==> config.mk <==
export PLATFORM = sky130hd
export DESIGN_NAME = mux_rr_sync_flat
export DESIGN_NICKNAME = d
export VERILOG_FILES = /design/src/rtl/mux_rr_sync_if.sv /design/src/rtl/mux_rr_sync.sv /design/src/flat_wrapper.sv
export SDC_FILE = /design/constraint.sdc
export NUM_CORES = 1
export LEC_CHECK = 0
export ABC_CLOCK_PERIOD_IN_PS = 6850
export CORE_UTILIZATION = 38
export CTS_CLUSTER_DIAMETER = 150
export DETAILED_ROUTE_END_ITERATION = 7
export PLACE_DENSITY_LB_ADDON = 0.2
export SETUP_SLACK_MARGIN = 0.2
export SLEW_MARGIN = 20
export SYNTH_ARGS = -nofsm -noshare
export SYNTH_HDL_FRONTEND = slang
export SYNTH_SLANG_ARGS = --single-unit
==> constraint.sdc <==
create_clock -name clk -period 6.85 [get_ports clk]
set_input_delay 2.055 -clock clk [delete_from_list [all_inputs] [get_ports clk]]
set_output_delay 2.055 -clock clk [all_outputs]
set_load 0.05 [all_outputs]
==> src/rtl/mux_rr_sync_if.sv <==
// rtl/mux_rr_sync_if.sv - producer channels and consumer handshake bundle for mux_rr_sync
interface mux_rr_sync_if #(
  parameter int WIDTH = 8,
  parameter int NCH   = 4
);
  localparam int SEL_W = $clog2(NCH);

  logic [NCH*WIDTH-1:0] in_data;
  logic [NCH-1:0]       in_valid;
  logic [NCH-1:0]       in_ready;
  logic [WIDTH-1:0]     out_data;
  logic                 out_valid;
  logic                 out_ready;
  logic [SEL_W-1:0]     out_ch;

  modport master (
    output in_data, in_valid, out_ready,
    input  in_ready, out_data, out_valid, out_ch
  );

  modport slave (
    input  in_data, in_valid, out_ready,
    output in_ready, out_data, out_valid, out_ch
  );
endinterface

==> src/rtl/mux_rr_sync.sv <==
// rtl/mux_rr_sync.sv - registered N-channel mux with fixed-select or round-robin grant
// Optional transfer counter port xfer_cnt when MUX_RR_STATS_EN is defined.
module mux_rr_sync #(
  parameter  int WIDTH = 8,
  parameter  int NCH   = 4,
  localparam int SEL_W = $clog2(NCH)
) (
  input  logic             clk,
  input  logic             rst_n,
  input  logic             mode,
  input  logic [SEL_W-1:0] sel,
`ifdef MUX_RR_STATS_EN
  output logic [15:0]      xfer_cnt,
`endif
  mux_rr_sync_if.slave     bus
);

  logic [WIDTH-1:0] ch_data [NCH];
  logic [WIDTH-1:0] out_data_q;
  logic [SEL_W-1:0] out_ch_q;
  logic             out_valid_q;
  logic [SEL_W-1:0] last_grant;
  logic [SEL_W-1:0] grant;
  logic [SEL_W-1:0] cand;
  logic             grant_vld;
  logic             load;
  logic [NCH-1:0]   rdy;

  for (genvar g = 0; g < NCH; g++) begin : g_unpack
    assign ch_data[g] = bus.in_data[g*WIDTH +: WIDTH];
  end

  assign load = !out_valid_q || bus.out_ready;

  // Round-robin search starts one past the last transferred channel and wraps.
  always_comb begin
    grant_vld = 1'b0;
    grant     = '0;
    cand      = '0;
    if (!mode) begin
      if (int'(sel) < NCH) begin
        if (bus.in_valid[sel]) begin
          grant_vld = 1'b1;
          grant     = sel;
        end
      end
    end else begin
      for (int k = 1; k <= NCH; k++) begin
        cand = SEL_W'((int'(last_grant) + k) % NCH);
        if (!grant_vld && bus.in_valid[cand]) begin
          grant_vld = 1'b1;
          grant     = cand;
        end
      end
    end
  end

  always_comb begin
    rdy = '0;
    for (int i = 0; i < NCH; i++) begin
      rdy[i] = rst_n && load && grant_vld && (grant == SEL_W'(i));
    end
  end

  always_ff @(posedge clk) begin
    if (!rst_n) begin
      out_valid_q <= 1'b0;
      out_data_q  <= '0;
      out_ch_q    <= '0;
      last_grant  <= SEL_W'(NCH - 1);
    end else if (load) begin
      out_valid_q <= grant_vld;
      if (grant_vld) begin
        out_data_q <= ch_data[grant];
        out_ch_q   <= grant;
        last_grant <= grant;
      end
    end
  end

`ifdef MUX_RR_STATS_EN
  logic [15:0] xfer_cnt_q;

  always_ff @(posedge clk) begin
    if (!rst_n) begin
      xfer_cnt_q <= '0;
    end else if (out_valid_q && bus.out_ready && (xfer_cnt_q != 16'hFFFF)) begin
      xfer_cnt_q <= xfer_cnt_q + 16'd1;
    end
  end

  assign xfer_cnt = xfer_cnt_q;
`endif

  assign bus.in_ready  = rdy;
  assign bus.out_data  = out_data_q;
  assign bus.out_valid = out_valid_q;
  assign bus.out_ch    = out_ch_q;

endmodule

==> src/flat_wrapper.sv <==
// flat-port wrapper written by rule: the top's interface ports become plain ports
module mux_rr_sync_flat 
#(
  parameter  int WIDTH = 8,
  parameter  int NCH   = 4,
  localparam int SEL_W = $clog2(NCH)
)
  (clk, rst_n, mode, sel, bus_in_data, bus_in_valid, bus_out_ready, bus_in_ready, bus_out_data, bus_out_valid, bus_out_ch);
  mux_rr_sync_if #(.WIDTH(WIDTH), .NCH(NCH)) bus_i ();
  input  logic clk;
  input  logic rst_n;
  input  logic mode;
  input  logic [SEL_W-1:0] sel;
  input wire logic [$bits(bus_i.in_data)-1:0] bus_in_data;
  input wire logic [$bits(bus_i.in_valid)-1:0] bus_in_valid;
  input wire logic [$bits(bus_i.out_ready)-1:0] bus_out_ready;
  output wire logic [$bits(bus_i.in_ready)-1:0] bus_in_ready;
  output wire logic [$bits(bus_i.out_data)-1:0] bus_out_data;
  output wire logic [$bits(bus_i.out_valid)-1:0] bus_out_valid;
  output wire logic [$bits(bus_i.out_ch)-1:0] bus_out_ch;
  assign bus_i.in_data = bus_in_data;
  assign bus_i.in_valid = bus_in_valid;
  assign bus_i.out_ready = bus_out_ready;
  assign bus_in_ready = bus_i.in_ready;
  assign bus_out_data = bus_i.out_data;
  assign bus_out_valid = bus_i.out_valid;
  assign bus_out_ch = bus_i.out_ch;
  mux_rr_sync #(.WIDTH(WIDTH), .NCH(NCH)) u_core (.clk(clk), .rst_n(rst_n), .mode(mode), .sel(sel), .bus(bus_i));
endmodule
==> impl_metrics.py, run 1 <==
metrics = {
    "status": {
        "status": "complete, no violations",
    },
    "placed_design": {
        "hpwl_after_detailed_placement_um": 2040,
        "port-buffer-count": 56,
        "placement.setup.worst_slack_ps": 693,
        "finalWeightedCongestion": 0.742,
    },
    "setup_path": {
        "critical_path.reg2reg.startpoint": "u_core.last_grant[0]",
        "required_ps": 4800,
        "cp.arrival_ps": 4110,
        "cp-start-kind": "primary input",
        "reg2regPathDepth": 7,
        "critPathMaxFanout": 11,
        "register_to_register_setup_slack_ps": 4600,
        "worst_r2r_endpoint": "u_core.bus.out_data[0]",
        "setup.worst_path.end_class": "output port",
        "worst-setup-path-type": "in2out",
    },
    "clocking": {
        "clock_tree_from_tritoncts": "done",
        "worst_setup_hold_path_clk_slew_ps": 90,
        "tritoncts.num_buffers": 3,
        "cts_setup_buffers": 0,
        "clk_latency_ps": 290,
        "cts-htree-levels": 1,
        "cts-root-to-sink-buffers": 2,
        "postCtsHoldBufs": 0,
        "ctsResizeCount": 0,
        "clock_sinks": 13,
        "clock_tree.root_cell": "clkbuf_4",
    },
    "pwr": {
        "p_leak_nw": 0.586,
        "power.density_mw_per_mm2": 189,
        "fin_total_pwr_uw": 280,
        "ir_drop_uv": 161,
    },
    "global_routing": {
        "initial_antenna_violation_count": 0,
        "global_route.usage.total_pct": 22.6,
        "grt-ovfl-total": 0,
        "grt_max_degree": 18,
        "grt_pass1_wl_um": 4370,
        "number_of_global_route_vias_before_repair": 984,
    },
    "sta": {
        "drv_slew": 0,
        "final.setup_skew_ps": 5.15,
        "maxSlewHeadroom_pct": 52.9,
        "tightestPinTransition_ps": 707,
        "hold_violations": 0,
        "fin_crit_sh_pct": 89.9,
        "final.min_clock_period_ps": 6160,
        "setup-violations-final": 0,
        "fmax_ghz": 0.162,
        "setup-tns-final_ps": 0,
        "worst_slack_ps": 690,
        "rsz_0062_raised_after_global_routing": "false",
    },
    "floorplan": {
        "die_area_mm2": 0.00249,
        "core_area_mm2": 0.00206,
        "die_height_um": 49.9,
        "starting_density_of_the_core_pct": 42.2,
        "placement_rows": 16,
        "pin_count": 57,
        "die_w_um": 49.9,
    },
    "routing": {
        "via_total_after_detailed_routing": 1005,
        "wl_um": 2720,
        "wl_per_cell_um": 15.2,
        "drt_drc_violations_left": 0,
        "first_iter_violations": 21,
        "drt-vias-per-instance": 5.61,
        "dr.pass1.iters": 4,
        "antenna_left": 0,
    },
    "synthesis": {
        "synthesis.area_per_instance_um2": 9.07,
        "netlist_area_um2": 871,
        "mappedNetlistNets": 138,
        "synth-warning-count": 0,
        "ys_seq_area_share_pct": 29.9,
        "yosys_register_bits": 13,
        "netlist_instances": 96,
        "yosys.cell_types.count": 31,
    },
    "worst_hold_path": {
        "worstHoldPathCells": 2,
        "worstHoldEndpoint": "u_core.bus.out_ch[0]",
        "hold_start": "u_core.bus.out_ch[0]",
        "hold_crit_path_type": "reg2reg",
    },
    "layout": {
        "num_antenna_cells": 0,
        "layout-area-overhead-vs-synth_pct": 70.5,
        "fillCellCount": 164,
        "final_layout_size_suffix_gt1_share_pct": 11.2,
        "layout_nets": 195,
    },
    "flow_run": {
        "number_of_violations_of_the_max_capacitance_limit": 0,
    },
}
==> cell type report <==
type / instances / area, um^2 / area share (%)
Inverter: 4 / 15.0 / 1.01
Timing Repair Buffer: 58 / 603 / 40.6
Multi-Input combinational cell: 73 / 546 / 36.7
Sequential cell: 13 / 260 / 17.5
Clock buffer: 3 / 22.5 / 1.52
Clock inverter: 1 / 5.00 / 0.337
Tap cell: 27 / 33.8 / 2.27
==> flip-flops by register name (all words and copies together), names as in the netlist <==
register	count
u_core.bus.out_data	8
u_core.bus.out_valid	1
u_core.last_grant	2
u_core.bus.out_ch	2
==> cell families after synthesis <==
family	Yosys count	share of synthesized area [%]
DFF	13	29.9
muxes	19	21.8
buffers and inverters	10	7.47
AOI/OAI and AO/OA	34	28.2
and+or+nand+nor	20	12.6
==> power by group <==
group,internal [mW],switching [mW]
Combinational,0.0638,0.0752
Clock,0.0217,0.0282
Sequential,0.0853,0.00615
Total,0.171,0.110
==> metrics by stage <==
step                      cell area [um^2]  instances  hold WS (ps)  util (%)
after floorplan                        871         96           525         -
after global placement                1460        175           496      70.7
after detailed placement              1460        175           511      70.7
after CTS                             1490        179           534      72.0
after global routing                  1490        179           587      72.0
final                                 1490        179           532      72.0
==> synthesized netlist by cell type <==
library cell | count | area, um^2
mux2i_1 | 19 | 190
dfxtp_1 | 13 | 260
o21ai_0 | 9 | 45.0
a221oi_1 | 8 | 70.1
nor2_1 | 7 | 26.3
and3_1 | 4 | 25.0
buf_6 | 3 | 33.8
inv_1 | 3 | 11.3
o21ai_1 | 3 | 15.0
o22ai_1 | 3 | 18.8
nand2_1 | 2 | 7.51
nand2b_1 | 2 | 12.5
o31a_1 | 2 | 17.5
a21bo_2 | 1 | 10.0
a21oi_1 | 1 | 5.00
a21oi_2 | 1 | 8.76
a222oi_1 | 1 | 10.0
a22o_1 | 1 | 8.76
a22oi_1 | 1 | 7.51
and3_4 | 1 | 11.3
buf_2 | 1 | 5.00
buf_4 | 1 | 7.51
clkbuf_1 | 1 | 3.75
inv_2 | 1 | 3.75
nor2b_1 | 1 | 6.26
nor2b_2 | 1 | 8.76
o221ai_1 | 1 | 8.76
o22ai_2 | 1 | 12.5
o31ai_1 | 1 | 7.51
or2_1 | 1 | 6.26
or2_2 | 1 | 6.26
==> per-layer routing <==
| metal | vias up | share of wire, % | GRT usage (%) | wire, um |
|---|---|---|---|---|
| met5 | - | 0 | 0 | 0 |
| met3 | 2 | 7.7 | 5.25 | 208 |
| met4 | 0 | 0.63 | 5.71 | 17 |
| li1 | 482 | - | - | - |
| met2 | 50 | 50 | 42.1 | 1370 |
| met1 | 471 | 41 | 25.2 | 1120 |
==> cell usage in the layout (no fill, tap or decap), drive strengths merged <==
| master | instances |
|---|---|
| clkdlybuf4s50 | 52 |
| mux2i | 19 |
| dfxtp | 13 |
| o21ai | 12 |
| a221oi | 8 |
| nor2 | 7 |
| buf | 6 |
| and3 | 5 |
| o22ai | 4 |
| inv | 4 |
| clkbuf | 3 |
| o31a | 2 |
| nand2b | 2 |
| nand2 | 2 |
| nor2b | 2 |
| or2 | 2 |
| a21oi | 2 |
| o221ai | 1 |
| a21bo | 1 |
| a22oi | 1 |
| o31ai | 1 |
| a22o | 1 |
| a222oi | 1 |
| clkinv | 1 |
==> critical path, stage by stage <==
cell	delay, ps
clkdlybuf4s50_1	590
nor2_1	60
a22o_1	200
a222oi_1	380
o22ai_2	310
inv_2	130
and3_1	220
buf_12	150
==> worst max path at each step <==
stage	start	endpoint	slack [ps]	cells past startpoint
after floorplan	sel[1]	bus_in_ready[0]	1250	7
after global placement	bus_in_valid[1]	bus_in_ready[0]	770	8
after detailed placement	bus_in_valid[0]	bus_in_ready[0]	690	8
after CTS	bus_in_valid[1]	bus_in_ready[0]	690	8
after global routing	bus_in_valid[1]	bus_in_ready[0]	540	8
final	bus_in_valid[1]	bus_in_ready[0]	690	8
Note: power is estimated with default switching activity, not from simulation.
==> inputs of run 2 (changes only) <==
--- a/config.mk
+++ b/config.mk
@@ -10,6 +10,7 @@
 export CTS_CLUSTER_DIAMETER = 150
 export DETAILED_ROUTE_END_ITERATION = 7
 export PLACE_DENSITY_LB_ADDON = 0.2
+export REMOVE_ABC_BUFFERS = 1
 export SETUP_SLACK_MARGIN = 0.2
 export SLEW_MARGIN = 20
 export SYNTH_ARGS = -nofsm -noshare
==> run 2 against run 1 <==
First-iteration DRC count decreased by 9.5%; global-route usage decreased by 0.72 points; critical endpoint unchanged; die area did not move; combinational power about the same; maximum frequency is 0.45% lower; setup slack lost 28 ps; design area barely moved; sequential share of layout area hardly changed.
==> impl_metrics.py, run 2 (synthesized netlist as in run 1, its figures left out) <==
metrics = {
    "sta": {
        "final.min_clock_period_ps": 6190,
        "tightestPinTransition_ps": 730,
        "maxSlewHeadroom_pct": 51.3,
        "setup-tns-final_ps": 0,
        "fmax_ghz": 0.162,
        "drv_slew": 0,
        "hold-worst-slack_ps": 527,
        "setup-violations-final": 0,
        "fin_crit_sh_pct": 90.3,
        "rsz_0062_raised_after_global_routing": "false",
        "final.setup_skew_ps": 1.08,
        "hold_violations": 0,
    },
    "global_routing": {
        "global_route.usage.total_pct": 21.8,
        "grt_max_degree": 18,
        "grt-ovfl-total": 0,
        "grt_pass1_wl_um": 4140,
        "initial_antenna_violation_count": 0,
        "number_of_global_route_vias_before_repair": 972,
    },
    "placed_design": {
        "hpwl_after_detailed_placement_um": 1910,
        "finalWeightedCongestion": 0.875,
        "placed_cells": 175,
        "port-buffer-count": 56,
        "placement.cell_area_mm2": 0.00146,
    },
    "setup_path": {
        "worst-setup-path-type": "in2out",
        "cp.arrival_ps": 4130,
        "required_ps": 4800,
        "cp-start-kind": "primary input",
        "critPathMaxFanout": 13,
        "setup.worst_path.end_class": "output port",
    },
    "routing": {
        "antenna_left": 0,
        "via_total_after_detailed_routing": 985,
        "dr.pass1.iters": 6,
        "wl_per_cell_um": 14.2,
        "drt-vias-per-instance": 5.50,
        "wl_um": 2540,
        "first_iter_violations": 19,
        "drt_drc_violations_left": 0,
    },
    "clocking": {
        "cts-htree-levels": 1,
        "tritoncts.num_buffers": 3,
        "postCtsHoldBufs": 0,
        "worst_setup_hold_path_clk_slew_ps": 80,
        "clock_sinks": 13,
        "clock_tree.root_cell": "clkbuf_4",
        "cts-root-to-sink-buffers": 2,
        "ctsResizeCount": 0,
        "clk_latency_ps": 280,
        "clock_tree_from_tritoncts": "done",
        "cts_setup_buffers": 0,
    },
    "layout": {
        "fillCellCount": 162,
        "layout-area-overhead-vs-synth_pct": 70.4,
        "largest_reg_flops": 8,
        "num_antenna_cells": 0,
        "layout_nets": 195,
        "most_common_library_cell_in_the_layout_ignoring_fill_and_taps": "clkdlybuf4s50_1",
        "mostFrequentLayoutCells": "clkdlybuf4s50_1 (52), mux2i_1 (19), dfxtp_1 (13)",
        "final_layout_size_suffix_gt1_share_pct": 10.5,
        "post-route-cell-area_mm2": 0.00148,
        "final-instance-count-excl-fill": 179,
        "utilization_pct": 72.0,
    },
    "flow_run": {
        "number_of_violations_of_the_max_capacitance_limit": 0,
    },
    "pwr": {
        "power.density_mw_per_mm2": 188,
        "p_leak_nw": 0.584,
        "ir_drop_uv": 101,
    },
    "floorplan": {
        "core_area_mm2": 0.00206,
        "die_height_um": 49.9,
        "die_area_mm2": 0.00249,
        "pin_count": 57,
        "placement_rows": 16,
        "starting_density_of_the_core_pct": 42.2,
        "die_w_um": 49.9,
    },
    "status": {
        "status": "complete, no violations",
    },
    "worst_hold_path": {
        "hold_crit_path_type": "reg2reg",
    },
}
run 2: area by class of cell:
class	instances	area [um^2]	area share, %
inverters	4	15.0	1.01
repair buffers	58	603	40.6
clock buffers	4	26.3	1.77
flip-flops and latches	13	260	17.5
well taps	27	33.8	2.28
multi-input cells	73	546	36.8
run 2: worst max-delay path: stages:
cell             delay [ps]
clkdlybuf4s50_1         630
nor2b_2                  90
a22oi_1                 190
o31ai_1                 110
o22ai_2                 580
inv_2                    80
and3_1                  240
buf_12                  150
run 2: worst paths after layout:
check	from	end	slack, ps	cells past startpoint
worst max-delay path	bus_in_valid[0]	bus_in_ready[0]	660	8
worst min-delay path	u_core.bus.out_ch[0]	u_core.bus.out_ch[0]	530	2
worst max register to register	u_core.last_grant[1]	u_core.bus.out_data[0]	4620	7
worst min register to register	u_core.bus.out_ch[0]	u_core.bus.out_ch[0]	530	2
run 2: metrics by stage:
stage / setup WS [ps] / power (mW)
floorplan: 962 / 0.172
global placement: 753 / 0.228
detailed placement: 646 / 0.232
CTS: 646 / 0.282
global route: 525 / 0.294
finish: 662 / 0.279
run 2: power breakdown:
group	switching [mW]	leakage, nW	total, mW	internal, mW
combinational	0.0742	0.461	0.138	0.0639
clock	0.0268	0.0150	0.0494	0.0226
sequential	0.00642	0.108	0.0917	0.0853
run 2: routing by layer:
| metal | wire length, um | track usage (%) | vias to the layer above |
|---|---|---|---|
| met2 | 1180 | 37.8 | 46 |
| met3 | 149 | 4.63 | 7 |
| met1 | 1140 | 24.8 | 452 |
| met4 | 66 | 11.4 | 0 |
| met5 | 0 | 0 | - |
| li1 | - | - | 480 |
==> inputs of run 3 (changes only) <==
--- a/config.mk
+++ b/config.mk
@@ -9,6 +9,7 @@
 export CORE_UTILIZATION = 38
 export CTS_CLUSTER_DIAMETER = 150
 export DETAILED_ROUTE_END_ITERATION = 7
+export GPL_TIMING_DRIVEN = 0
 export PLACE_DENSITY_LB_ADDON = 0.2
 export REMOVE_ABC_BUFFERS = 1
 export SETUP_SLACK_MARGIN = 0.2
==> run 3 against run 2 <==
Combinational power rose by 3%; clock skew rose by 2.7 ps; routed wire length increased by 12%; count of clock-buffer cells in the layout fell by 1; final cell count increased by 0.56%; global-route usage is 2.1 points higher; sequential power increased by 0.5%; critical endpoint is now bus_in_ready[1]; largest cell class is now multi-input gates.
==> impl_metrics.py, run 3 (synthesized netlist as in run 1, its figures left out) <==
metrics = {
    "floorplan": {
        "core_area_mm2": 0.00206,
        "starting_density_of_the_core_pct": 42.2,
        "die_w_um": 49.9,
        "placement_rows": 16,
        "die_height_um": 49.9,
        "die_area_mm2": 0.00249,
        "pin_count": 57,
    },
    "layout": {
        "final_layout_size_suffix_gt1_share_pct": 11.8,
        "layout-area-overhead-vs-synth_pct": 69.7,
        "final-instance-count-excl-fill": 180,
        "num_antenna_cells": 0,
        "utilization_pct": 71.7,
        "mostFrequentLayoutCells": "clkdlybuf4s50_1 (52), mux2i_1 (19), dfxtp_1 (13)",
        "layout_nets": 196,
        "largest_reg_flops": 8,
        "most_common_library_cell_in_the_layout_ignoring_fill_and_taps": "clkdlybuf4s50_1",
    },
    "pwr": {
        "power.density_mw_per_mm2": 191,
        "ir_drop_uv": 139,
        "fin_total_pwr_uw": 282,
        "p_leak_nw": 0.586,
    },
    "sta": {
        "setup-tns-final_ps": 0,
        "final.setup_skew_ps": 3.82,
        "fmax_ghz": 0.152,
        "final.min_clock_period_ps": 6570,
        "fin_crit_sh_pct": 95.9,
        "setup-violations-final": 0,
        "rsz_0062_raised_after_global_routing": "false",
        "tightestPinTransition_ps": 702,
        "drv_slew": 0,
        "hold_violations": 0,
        "maxSlewHeadroom_pct": 53.2,
    },
    "setup_path": {
        "cp.arrival_ps": 4510,
        "worst_r2r_endpoint": "u_core.bus.out_data[2]",
        "critical_path.reg2reg.startpoint": "u_core.last_grant[1]",
        "reg2regPathDepth": 8,
        "cp-start-kind": "primary input",
        "critPathMaxFanout": 10,
        "register_to_register_setup_slack_ps": 4650,
        "worst-setup-path-type": "in2out",
        "required_ps": 4800,
        "setup.worst_path.end_class": "output port",
    },
    "global_routing": {
        "initial_antenna_violation_count": 0,
        "number_of_global_route_vias_before_repair": 994,
        "global_route.usage.total_pct": 24.0,
        "grt_pass1_wl_um": 4490,
        "grt_max_degree": 18,
        "grt-ovfl-total": 0,
    },
    "clocking": {
        "cts-htree-levels": 1,
        "tritoncts.num_buffers": 3,
        "clock_tree.root_cell": "clkbuf_4",
        "clock_tree_from_tritoncts": "done",
        "postCtsHoldBufs": 0,
        "clk_latency_ps": 280,
        "worst_setup_hold_path_clk_slew_ps": 80,
        "clock_sinks": 13,
        "cts-root-to-sink-buffers": 2,
    },
    "routing": {
        "dr.pass1.iters": 4,
        "antenna_left": 0,
        "wl_um": 2840,
        "first_iter_violations": 17,
        "drt_drc_violations_left": 0,
        "wl_per_cell_um": 15.8,
        "via_total_after_detailed_routing": 1016,
        "drt-vias-per-instance": 5.64,
    },
    "worst_hold_path": {
        "hold_crit_path_type": "reg2reg",
        "hold_start": "u_core.bus.out_ch[0]",
        "worstHoldPathCells": 2,
        "worstHoldEndpoint": "u_core.bus.out_ch[0]",
    },
    "placed_design": {
        "hpwl_after_detailed_placement_um": 2010,
        "finalWeightedCongestion": 0.810,
        "placed_cells": 173,
        "port-buffer-count": 56,
    },
    "status": {
        "status": "complete, no violations",
    },
    "flow_run": {
        "number_of_violations_of_the_max_capacitance_limit": 0,
    },
}
run 3: cell types whose count changed in the layout (fill, tap and decap cells not counted), sizes merged:
cell / delta
buf: -4
dlygate4sd2: +2
o22ai: +1
clkinv: +1
clkbuf: +1
run 3: final cells by class:
class | instances | area (um^2)
clock buffer | 3 | 22.5
clock inverter | 1 | 5.00
fill | 173 | 584
inverter | 4 | 15.0
multi-input combinational | 74 | 578
sequential | 13 | 260
tap | 27 | 33.8
timing repair buffer | 58 | 563
run 3: through the flow:
stage                     worst slack, ps  hold slack [ps]  instance area [um^2]
after floorplan                       962              525                   821
after global placement               -316              509                  1420
after detailed placement             -336              520                  1420
after CTS                             291              548                  1490
after global routing                  229              603                  1480
final                                 280              544                  1480
run 3: what timing repair did:
action | 4_1_cts | 5_1_grt
pin swaps | 2 | 0
gates cloned | 1 | 0
gates resized for setup | 8 | 4
buffers inserted | 2 | 0
setup endpoints to repair | 4 | 2
run 3: worst max-delay path: stages:
cell and delay, ps:
clkdlybuf4s50_1 620, inv_1 120, o221ai_1 180, o21ai_1 100, a21bo_2 240, a21oi_2 430, and3_1 230, dlygate4sd2_1 540
run 3: how the worst max path moves through the flow:
stage                     from               to  slack (ps)  cells past startpoint
3_3_place_gp              mode  bus_in_ready[0]        -320                      8
2_1_floorplan           sel[1]  bus_in_ready[0]         960                      6
3_5_place_dp   bus_in_valid[0]  bus_in_ready[2]        -340                      8
5_1_grt        bus_in_valid[3]  bus_in_ready[1]         230                      7
6_report       bus_in_valid[1]  bus_in_ready[1]         280                      8
4_1_cts                   mode  bus_in_ready[0]         290                      8
run 3: layer usage:
layer / track usage (%) / share of wire (%)
met5: 0 / 0
met4: 7.62 / 1.9
met3: 5.86 / 7.0
met2: 44.6 / 52
met1: 26.1 / 39
run 3: report_power, final:
| part | internal [mW] | switching [mW] | total [mW] |
|---|---|---|---|
| clock network | 0.0216 | 0.0265 | 0.0481 |
| logic | 0.0632 | 0.0787 | 0.142 |
| registers | 0.0853 | 0.00691 | 0.0922 |
